File: src/rtl/nw_pkg.sv
// rtl/nw_pkg.sv - shared widths, arrow/nucleotide codes and fill FSM states for the NW fill sequencer
package nw_pkg;

  localparam int SCORE_W = 9;
  localparam int DIR_W   = 3;

  localparam logic [DIR_W-1:0] ARROW_LX   = 3'b100;
  localparam logic [DIR_W-1:0] ARROW_UP   = 3'b010;
  localparam logic [DIR_W-1:0] ARROW_DIAG = 3'b001;

  localparam logic [1:0] NT_A = 2'd0;
  localparam logic [1:0] NT_C = 2'd1;
  localparam logic [1:0] NT_G = 2'd2;
  localparam logic [1:0] NT_T = 2'd3;

  typedef enum logic [2:0] {
    IDLE  = 3'd0,
    INIT  = 3'd1,
    FETCH = 3'd2,
    CALC  = 3'd3,
    WB    = 3'd4,
    DONE  = 3'd5
  } fill_state_t;

endpackage

File: src/rtl/nw_row_buf.sv
// rtl/nw_row_buf.sv - one-row score buffer, combinational read port and synchronous write port
module nw_row_buf
  import nw_pkg::*;
#(
  parameter int N  = 8,
  parameter int CW = $clog2(N + 1)
) (
  input  logic                      clk,
  input  logic                      we,
  input  logic [CW-1:0]             waddr,
  input  logic signed [SCORE_W-1:0] wdata,
  input  logic [CW-1:0]             raddr,
  output logic signed [SCORE_W-1:0] rdata
);

  // Contents are rebuilt by the INIT pass of every fill, so no reset is needed.
  logic signed [SCORE_W-1:0] mem_q [0:N];

  always_ff @(posedge clk) begin
    if (we) begin
      mem_q[waddr] <= wdata;
    end
  end

  assign rdata = mem_q[raddr];

endmodule

File: src/rtl/nw_fill_ctrl.sv
// rtl/nw_fill_ctrl.sv - Needleman-Wunsch score-matrix fill sequencer; NW_FILL_ABORT_EN adds an abort input
module nw_fill_ctrl
  import nw_pkg::*;
#(
  parameter int N   = 8,
  parameter int GAP = -1,
  parameter int AW  = (N > 1) ? $clog2(N) : 1
) (
  input  logic                      clk,
  input  logic                      rst_n,
  input  logic                      start,
`ifdef NW_FILL_ABORT_EN
  input  logic                      abort,
`endif
  output logic                      busy,
  output logic                      done,
  output logic [AW-1:0]             seq_a_addr,
  input  logic [1:0]                seq_a_data,
  output logic [AW-1:0]             seq_b_addr,
  input  logic [1:0]                seq_b_data,
  output logic                      mx_value,
  output logic signed [SCORE_W-1:0] mx_diag,
  output logic signed [SCORE_W-1:0] mx_up,
  output logic signed [SCORE_W-1:0] mx_lx,
  input  logic signed [SCORE_W-1:0] mx_max,
  input  logic [DIR_W-1:0]          mx_symbol,
  input  logic                      mx_calc,
  output logic                      dir_we,
  output logic [AW-1:0]             dir_row,
  output logic [AW-1:0]             dir_col,
  output logic [DIR_W-1:0]          dir_data,
  output logic signed [SCORE_W-1:0] final_score
);

  localparam int CW = $clog2(N + 1);
  localparam logic [CW-1:0] N_C = CW'(N);
  localparam logic signed [SCORE_W-1:0] GAP_S = SCORE_W'(GAP);

  fill_state_t state_q;
  logic [CW-1:0] i_q, j_q;
  logic signed [SCORE_W-1:0] diag_q, left_q, row0_q, init_val_q;

  logic busy_q, done_q, mx_value_q, dir_we_q;
  logic [AW-1:0] seq_a_addr_q, seq_b_addr_q, dir_row_q, dir_col_q;
  logic signed [SCORE_W-1:0] mx_diag_q, mx_up_q, mx_lx_q, final_q;
  logic [DIR_W-1:0] dir_data_q;

  logic abort_hit;
  logic buf_we;
  logic signed [SCORE_W-1:0] buf_wdata, buf_rdata;

`ifdef NW_FILL_ABORT_EN
  assign abort_hit = abort && (state_q != IDLE);
`else
  assign abort_hit = 1'b0;
`endif

  // Column 0 lives in row0_q, so the buffer only ever needs one write per cycle.
  assign buf_we    = !abort_hit && ((state_q == INIT) || ((state_q == WB) && mx_calc));
  assign buf_wdata = (state_q == INIT) ? init_val_q : mx_max;

  nw_row_buf #(
    .N  (N),
    .CW (CW)
  ) u_row_buf (
    .clk   (clk),
    .we    (buf_we),
    .waddr (j_q),
    .wdata (buf_wdata),
    .raddr (j_q),
    .rdata (buf_rdata)
  );

  always_ff @(posedge clk or negedge rst_n) begin
    if (!rst_n) begin
      state_q      <= IDLE;
      i_q          <= '0;
      j_q          <= '0;
      diag_q       <= '0;
      left_q       <= '0;
      row0_q       <= '0;
      init_val_q   <= '0;
      busy_q       <= 1'b0;
      done_q       <= 1'b0;
      mx_value_q   <= 1'b0;
      dir_we_q     <= 1'b0;
      seq_a_addr_q <= '0;
      seq_b_addr_q <= '0;
      dir_row_q    <= '0;
      dir_col_q    <= '0;
      dir_data_q   <= '0;
      mx_diag_q    <= '0;
      mx_up_q      <= '0;
      mx_lx_q      <= '0;
      final_q      <= '0;
    end else begin
      dir_we_q <= 1'b0;
      done_q   <= 1'b0;
      if (abort_hit) begin
        state_q <= IDLE;
        busy_q  <= 1'b0;
      end else begin
        case (state_q)
          IDLE: begin
            if (start) begin
              state_q    <= INIT;
              busy_q     <= 1'b1;
              j_q        <= '0;
              init_val_q <= '0;
            end
          end
          INIT: begin
            init_val_q <= init_val_q + GAP_S;
            if (j_q == N_C) begin
              i_q          <= CW'(1);
              j_q          <= CW'(1);
              diag_q       <= '0;
              left_q       <= GAP_S;
              row0_q       <= GAP_S;
              seq_a_addr_q <= '0;
              seq_b_addr_q <= '0;
              state_q      <= FETCH;
            end else begin
              j_q <= j_q + 1'b1;
            end
          end
          FETCH: begin
            mx_diag_q <= diag_q;
            mx_up_q   <= buf_rdata;
            mx_lx_q   <= left_q;
            state_q   <= CALC;
          end
          CALC: begin
            mx_value_q <= (seq_a_data == seq_b_data);
            state_q    <= WB;
          end
          WB: begin
            if (mx_calc) begin
              dir_we_q   <= 1'b1;
              dir_row_q  <= AW'(i_q - 1'b1);
              dir_col_q  <= AW'(j_q - 1'b1);
              dir_data_q <= mx_symbol;
              if (j_q != N_C) begin
                j_q          <= j_q + 1'b1;
                diag_q       <= buf_rdata;
                left_q       <= mx_max;
                seq_b_addr_q <= AW'(j_q);
                state_q      <= FETCH;
              end else if (i_q != N_C) begin
                i_q          <= i_q + 1'b1;
                j_q          <= CW'(1);
                diag_q       <= row0_q;
                row0_q       <= row0_q + GAP_S;
                left_q       <= row0_q + GAP_S;
                seq_a_addr_q <= AW'(i_q);
                seq_b_addr_q <= '0;
                state_q      <= FETCH;
              end else begin
                final_q <= mx_max;
                busy_q  <= 1'b0;
                done_q  <= 1'b1;
                state_q <= DONE;
              end
            end
          end
          DONE: begin
            state_q <= IDLE;
          end
          default: begin
            state_q <= IDLE;
            busy_q  <= 1'b0;
          end
        endcase
      end
    end
  end

  assign busy        = busy_q;
  assign done        = done_q;
  assign seq_a_addr  = seq_a_addr_q;
  assign seq_b_addr  = seq_b_addr_q;
  assign mx_value    = mx_value_q;
  assign mx_diag     = mx_diag_q;
  assign mx_up       = mx_up_q;
  assign mx_lx       = mx_lx_q;
  assign dir_we      = dir_we_q;
  assign dir_row     = dir_row_q;
  assign dir_col     = dir_col_q;
  assign dir_data    = dir_data_q;
  assign final_score = final_q;

endmodule

File: config.mk
export PLATFORM = sky130hd
export DESIGN_NAME = nw_fill_ctrl
export DESIGN_NICKNAME = d
export VERILOG_FILES = /design/src/rtl/nw_pkg.sv /design/src/rtl/nw_row_buf.sv /design/src/rtl/nw_fill_ctrl.sv
export SDC_FILE = /design/constraint.sdc
export NUM_CORES = 1
export LEC_CHECK = 0
export BUFFER_PORTS_ARGS = -buffer_cell sky130_fd_sc_hd__buf_2
export CAP_MARGIN = 20
export CORE_UTILIZATION = 30
export DETAILED_ROUTE_END_ITERATION = 10
export PLACE_DENSITY = 0.46
export SLEW_MARGIN = 20
export SYNTH_ARGS = -nofsm -noshare
export SYNTH_HDL_FRONTEND = slang
export SYNTH_SLANG_ARGS = --single-unit
File: constraint.sdc
create_clock -name clk -period 6.3 [get_ports clk]
set_input_delay 0.315 -clock clk [delete_from_list [all_inputs] [get_ports clk]]
set_output_delay 0.315 -clock clk [all_outputs]
set_load 0.05 [all_outputs]
# ---- Word-level counts from Yosys, hierarchy flattened
# Memory sizes are Yosys's and may differ from the RTL's.
# Cells that the tools add are included.
dict set report word_totals {
  reg_bits 102
  ram_bits 81
  inputBits 20
  output_inout_bits 55
  elab_cells 116
  memories 1
}
# name words word_bits rd rd_ports_with_merged_regs write_ports line
set memory_table {}
lappend memory_table {u_row_buf.mem_q 9 9 1 0 1 nw_row_buf.sv:17} ;# logic signed [SCORE_W-1:0] mem_q [0:N];
dict set report classes {
  addsub 6
  n_eq_ne 16
  muxes 55
  bitwise 3
  reduce_logical 15
}
# op n
set op_table {}
lappend op_table {{$mux 9} 12}
lappend op_table {{$pmux 9 s2} 4}
lappend op_table {{$mux 3} 12}
lappend op_table {{$mux 4} 9}
lappend op_table {{$add 9x1->9 const B} 2}
lappend op_table {{$pmux 3 s5} 1}
lappend op_table {{$mux 1} 12}
lappend op_table {{$pmux 3 s2} 2}
lappend op_table {{$pmux 4 s3} 1}
lappend op_table {{$reduce_and 4->1} 3}
lappend op_table {{$reduce_and 5->1} 2}
lappend op_table {{$add 4x1->4 const B} 2}
lappend op_table {{$ne 2x2->1 const B} 4}
lappend op_table {{$ne 4x4->1 const B} 2}
lappend op_table {{$pmux 4 s2} 1}
lappend op_table {{$eq 3x2->1 const B} 2}
lappend op_table {{$eq 3x3->1 const B} 2}
lappend op_table {{$sub 3x1->3 const B} 2}
lappend op_table {{$eq 4x4->1 const B} 1}
lappend op_table {{$ne 2x1->1 const B} 2}
lappend op_table {{$reduce_and 2->1} 2}
lappend op_table {{$reduce_bool 2->1} 2}
lappend op_table {{$reduce_or 4->1} 1}
lappend op_table {{$eq 3x1->1 const B} 1}
lappend op_table {{9 further kinds} 11}

# ---- Depth between registers and ports, before layout
dict set report depth {
  word_depth 5
  mapped_depth 10
  mapped_depth_nobuf 6
}

# ---- Hierarchy
# From an unflattened synthesis, not the netlist that was laid out.
dict set report unflattened {
  hier_cells 620
  area_unflattened_um2 8120.3
}
# mod n_inst cells_each area_per_inst_um2 seq_area_each_um2
set modules_own_cells {}
lappend modules_own_cells {nw_fill_ctrl 1 440 4854.7 2552.4}
lappend modules_own_cells {nw_row_buf 1 180 3265.6 2432.3}

# ---- Worst setup path after synthesis
# No wires, ideal clock.
dict set report synth_path {
  kind {reg2reg}
  from {register j_q[1]}
  to {register diag_q[1]}
  setup_ns 0.087
  t_arrival_ns 2.437
  t_required_ns 6.213
  slack_ns 3.776
  path_stages_with_launch 11
  path_buffers 4
  period_less_slack_ns 2.524
  path_cell_list {dfrtp_1 -> buf_2 -> buf_1 -> inv_1 -> ha_1 -> and3b_1 -> clkbuf_1 -> a21oi_1 -> clkbuf_1 -> o211ai_1 -> o211ai_1}
}
dict set report synth_between {
  elab_chain_len 4
  elab_cells_between_ends 9
  cone_classes {4 x eq/ne; 3 x mux; 1 x reduce/logical; 1 x memory}
}
# item line
set synth_lines {}
lappend synth_lines {{start, declared} nw_fill_ctrl.sv:40} ;# logic [CW-1:0] i_q, j_q;
lappend synth_lines {{start signal, assigned} nw_fill_ctrl.sv:124} ;# j_q <= j_q + 1'b1;
lappend synth_lines {{start signal, assigned} nw_fill_ctrl.sv:144} ;# j_q <= j_q + 1'b1;
lappend synth_lines {{$mem_v2 9x9 / $ne 4x4->1 (equally long branches)} n/a}
lappend synth_lines {{$mux 9} nw_fill_ctrl.sv:143} ;# if (j_q != N_C) begin
lappend synth_lines {{$mux 9} nw_fill_ctrl.sv:138} ;# if (mx_calc) begin
lappend synth_lines {{$pmux 9 s2} nw_fill_ctrl.sv:103} ;# case (state_q)
lappend synth_lines {{end signal, assigned} nw_fill_ctrl.sv:145} ;# diag_q <= buf_rdata;
lappend synth_lines {{end signal, assigned} nw_fill_ctrl.sv:152} ;# diag_q <= row0_q;
lappend synth_lines {{end, declared} nw_fill_ctrl.sv:41} ;# logic signed [SCORE_W-1:0] diag_q, left_q, row0_q, init_val_q;
# Parallel ways exist; a longest one is shown, timed or not. The select of a mux whose other input is x is not followed.
# A chain may end at the register's enable or synchronous reset.

# ---- Worst setup path in the final report
dict set report layout_path {
  from {register j_q[3]}
  to {register seq_b_addr_q[1] (netlist: seq_b_addr[1])}
}
dict set report layout_between {
  elab_chain_len 4
  elab_cells_between_ends 8
  cone_classes {4 x eq/ne; 3 x mux; 1 x reduce/logical}
}
# item line
set layout_lines {}
lappend layout_lines {{$ne 4x4->1} nw_fill_ctrl.sv:143}
lappend layout_lines {{$mux 3} nw_fill_ctrl.sv:143}
lappend layout_lines {{$mux 3} nw_fill_ctrl.sv:138}
lappend layout_lines {{$pmux 3 s2} nw_fill_ctrl.sv:103}
lappend layout_lines {{end signal, assigned} nw_fill_ctrl.sv:147} ;# seq_b_addr_q <= AW'(j_q);
lappend layout_lines {{end, declared} nw_fill_ctrl.sv:44} ;# logic [AW-1:0] seq_a_addr_q, seq_b_addr_q, dir_row_q, dir_col_q;
# Parallel ways exist; a longest one is shown, timed or not. The select of a mux whose other input is x is not followed.

==> run_summary.xml <==
<?xml version="1.0" encoding="UTF-8"?>
<metrics>
  <group name="status">
    <metric name="status" unit="">completed</metric>
  </group>
  <group name="logic_synthesis">
    <metric name="ys_types" unit="">58</metric>
    <metric name="synth-async-reset-ratio" unit="">0.557</metric>
    <metric name="synthDominantAreaCellType" unit="">dfrtp_1</metric>
    <metric name="synth-edff-count" unit="">81</metric>
    <metric name="synth-seq-area-share" unit="">0.637</metric>
    <metric name="synth_largest_type_area_fraction" unit="">0.326</metric>
    <metric name="synth_cells" unit="">617</metric>
    <metric name="synth.yosys.warnings" unit="">0</metric>
    <metric name="yosysMostFrequentCell" unit="">dfrtp_1</metric>
    <metric name="yosys_register_bits" unit="">183</metric>
    <metric name="synth_flop_cell" unit="">dfrtp_1</metric>
    <metric name="synth_nets" unit="">646</metric>
    <metric name="synth_area" unit="um^2">7820</metric>
    <metric name="syn_avg_cell_area" unit="um^2">12.7</metric>
    <metric name="synth.top_cells.by_count" unit="">dfrtp_1, edfxtp_1, nand2_1, nor2_1, mux2i_1</metric>
    <metric name="netlist_top_cells_area" unit="">dfrtp_1, edfxtp_1, mux2i_1</metric>
  </group>
  <group name="final_layout">
    <metric name="area.sequential" unit="um^2">4980</metric>
    <metric name="area.growth.synth_to_final" unit="%">17.5</metric>
    <metric name="n_fill_cell" unit="">2451</metric>
    <metric name="post_route_cells_drive_above_1_share" unit="">0.226</metric>
    <metric name="finalNetCount" unit="">716</metric>
    <metric name="final_cell_count_no_fill" unit="">1030</metric>
    <metric name="antenna_cells_inserted" unit="">0</metric>
    <metric name="multi_input_comb_area" unit="um^2">2650</metric>
  </group>
  <group name="global_routing">
    <metric name="global_route.usage.met3" unit="">0.0356</metric>
    <metric name="met2_usage" unit="">0.254</metric>
    <metric name="grt_max_degree" unit="">58</metric>
    <metric name="grt-ovfl-total" unit="">0</metric>
    <metric name="grt_use_total" unit="">0.160</metric>
    <metric name="global_route.usage.met1" unit="">0.214</metric>
    <metric name="antenna_found_initial" unit="">0</metric>
    <metric name="globalRoute.busiestLayer" unit="">met2</metric>
    <metric name="first_global_vias" unit="">5356</metric>
    <metric name="global_route_wire_length_before_repair" unit="mm">31.5</metric>
  </group>
  <group name="sta">
    <metric name="slew_viol_final" unit="">0</metric>
    <metric name="totalNegativeSetupSlack" unit="ps">0</metric>
    <metric name="fin_skew" unit="ps">11.9</metric>
    <metric name="final-hold-violation-count" unit="">0</metric>
    <metric name="rsz0062_at_grt" unit="">no</metric>
    <metric name="worst_pin_slew" unit="ps">1170</metric>
    <metric name="finalHoldWorstSlack" unit="ps">82.8</metric>
    <metric name="slew-limit-headroom" unit="">0.219</metric>
    <metric name="layout_worst_path_cycle_share" unit="">0.494</metric>
    <metric name="timing.fmax" unit="MHz">321</metric>
    <metric name="setup_viol_count_final" unit="">0</metric>
    <metric name="clock_period_minus_worst_slack" unit="ps">3110</metric>
  </group>
  <group name="cts">
    <metric name="htree_num_levels" unit="">4</metric>
    <metric name="cts_tree" unit="">done</metric>
    <metric name="inserted_clock_buffers" unit="">17</metric>
    <metric name="clkLatencyLatePin" unit="ps">440</metric>
    <metric name="clk_pin_slew_worst_paths" unit="ps">80</metric>
    <metric name="post-cts-setup-buffers" unit="">0</metric>
    <metric name="clock-root-buffer" unit="">clkbuf_16</metric>
    <metric name="max-clock-path-buffers" unit="">2</metric>
    <metric name="number_of_sinks_on_the_clock_net" unit="">183</metric>
  </group>
  <group name="power">
    <metric name="net-switching-power" unit="mW">2.15</metric>
    <metric name="ir_drop" unit="mV">0.311</metric>
    <metric name="relative_contribution_of_the_clock_network_to_total_power" unit="">0.223</metric>
    <metric name="power.density_cell_area" unit="nW/um^2">544</metric>
    <metric name="internal_power" unit="mW">2.86</metric>
    <metric name="cellLeakagePower" unit="nW">3.77</metric>
    <metric name="p_sw_frac" unit="">0.429</metric>
    <metric name="seq_power_share" unit="">0.398</metric>
    <metric name="logic_pwr_share" unit="">0.379</metric>
  </group>
  <group name="drt">
    <metric name="num_vias" unit="">5264</metric>
    <metric name="drt_first_pass_iters" unit="">4</metric>
    <metric name="via_density" unit="">5.11</metric>
    <metric name="routedWlPerCell" unit="um">19.4</metric>
    <metric name="route.final.wire_length" unit="mm">20.0</metric>
    <metric name="detail-route-antenna-nets" unit="">0</metric>
    <metric name="remaining_drc_errors" unit="">0</metric>
    <metric name="initialDrtViolationCount" unit="">394</metric>
  </group>
  <group name="floorplanning">
    <metric name="area_of_the_core_region" unit="um^2">25400</metric>
    <metric name="io-pin-count" unit="">75</metric>
    <metric name="fp-row-count" unit="">58</metric>
    <metric name="die_area" unit="um^2">26700</metric>
    <metric name="die_height" unit="um">163</metric>
    <metric name="start_util" unit="">0.308</metric>
    <metric name="chipWidth" unit="um">163</metric>
  </group>
  <group name="worst_hold_path">
    <metric name="holdCritPathClass" unit="">primary input to flop</metric>
    <metric name="worst_hold_path.num_cells" unit="">3</metric>
  </group>
  <group name="critical_path">
    <metric name="worst_ep_required_time" unit="ps">6620</metric>
    <metric name="arrival" unit="ps">3440</metric>
    <metric name="crit_path_start_kind" unit="">flop</metric>
    <metric name="worst-setup-path-type" unit="">flop to flop</metric>
    <metric name="worst_setup_path_end_kind" unit="">flop</metric>
    <metric name="rr_worst_depth" unit="">4</metric>
    <metric name="critPathMaxFanout" unit="">22</metric>
  </group>
  <group name="place">
    <metric name="post-dp-hpwl" unit="mm">13.9</metric>
    <metric name="numPlacedInstances" unit="">997</metric>
    <metric name="placement.io_buffers" unit="">74</metric>
    <metric name="gp_routability_congestion" unit="">0.870</metric>
  </group>
  <group name="job">
    <metric name="maxCapViolCount" unit="">0</metric>
  </group>
</metrics>
==> cell usage in the layout (no fill, tap or decap), types with 3 or more instances in the layout <==
cell type | synthesis | routed
a2111oi_0 | 7 | 5
a21oi_1 | 24 | 23
a22o_1 | 6 | 6
a2bb2oi_1 | 4 | 4
a31oi_1 | 12 | 12
and3_1 | 8 | 8
and3b_1 | 3 | 3
buf_2 | 7 | 73
buf_4 | 0 | 12
clkbuf_16 | 0 | 17
clkinv_8 | 0 | 6
dfrtp_1 | 102 | 102
edfxtp_1 | 81 | 81
ha_1 | 9 | 9
inv_1 | 11 | 11
inv_12 | 0 | 3
inv_6 | 0 | 3
inv_8 | 0 | 3
mux2_2 | 31 | 31
mux2i_1 | 35 | 35
nand2_1 | 56 | 56
nand2b_1 | 3 | 3
nand3_1 | 16 | 16
nand3b_1 | 5 | 5
nor2_1 | 42 | 42
nor3_1 | 7 | 7
nor3b_1 | 3 | 3
o211ai_1 | 18 | 18
o21ai_0 | 28 | 26
o21ai_1 | 1 | 3
o22ai_1 | 9 | 9
o31ai_1 | 7 | 7
o41ai_1 | 3 | 3
or3_1 | 4 | 4
or3b_2 | 3 | 3
xnor2_1 | 6 | 6
xor2_1 | 5 | 5
==> kinds of logic after synthesis <==
group	count (synthesis)	share of synthesized area
XOR/XNOR	11	0.0123
multiplexers	66	0.0894
buffers and inverters	47	0.0256
adder cells (fa/ha/maj)	9	0.0144
AO/OA/AOI/OAI	137	0.117
AND/OR/NAND/NOR	164	0.104
flip-flops	183	0.637
==> timing repair <==
item,in CTS,in global routing
resized for setup,0,0
hold buffers,1,0
endpoints found under the hold margin,56,0
==> worst max-delay path, stage by stage (launching register included) <==
cell and delay, ps:
dfrtp_1 810, nand3b_1 660, nor2_1 1030, nor2_1 180, o41ai_1 330
==> power groups by stage <==
stage | clock, mW | sequential [mW] | combinational, mW
2_1_floorplan | 0 | 2.28 | 1.01
3_3_place_gp | 0 | 2.00 | 1.88
3_5_place_dp | 0 | 2.02 | 1.91
4_1_cts | 1.14 | 1.99 | 1.92
5_1_grt | 1.19 | 2.04 | 2.08
6_report | 1.12 | 1.99 | 1.90
==> metrics by stage <==
step / utilization / power (mW) / worst slack (ps) / cell area (um^2)
after floorplan: - / 3.30 / 3780 / 7820
after global placement: 0.336 / 3.88 / 3320 / 8540
after detailed placement: 0.337 / 3.93 / 3280 / 8550
after CTS: 0.362 / 5.06 / 3210 / 9190
after global routing: 0.362 / 5.31 / 2930 / 9190
final: 0.362 / 5.00 / 3190 / 9190
==> layer usage <==
metal	part of all wire	up-vias
li1	-	2446
met1	0.47	2674
met2	0.48	121
met3	0.042	23
met4	0.017	0
met5	0	-
==> state kept, by name, summed over array words and instances, names as in the netlist, 4 cells and up <==
register	flops
u_row_buf.mem_q	81
diag_q	9
final_score	9
init_val_q	9
left_q	9
mx_diag	9
mx_lx	9
mx_up	9
row0_q	9
i_q	4
j_q	4
==> area by class of cell <==
type | instances | share of cell area
Timing Repair Buffer | 86 | 0.0506
Tap cell | 330 | 0.0449
Clock buffer | 17 | 0.0463
Multi-Input combinational cell | 387 | 0.288
Sequential cell | 183 | 0.542
Clock inverter | 15 | 0.0225
Inverter | 12 | 0.00490
==> worst paths after layout <==
check	startpoint	end	slack, ps
hold reg to reg	dir_data[1]	dir_data[1]	480
setup reg to reg	j_q[3]	seq_b_addr[1]	3190
setup / recovery	j_q[3]	seq_b_addr[1]	3190
min in group asynchronous	rst_n	final_score[0]	460
hold / removal	mx_symbol[1]	dir_data[1]	80
max in group asynchronous	rst_n	mx_up[0]	4720
Power figures use the tool's default switching activity.
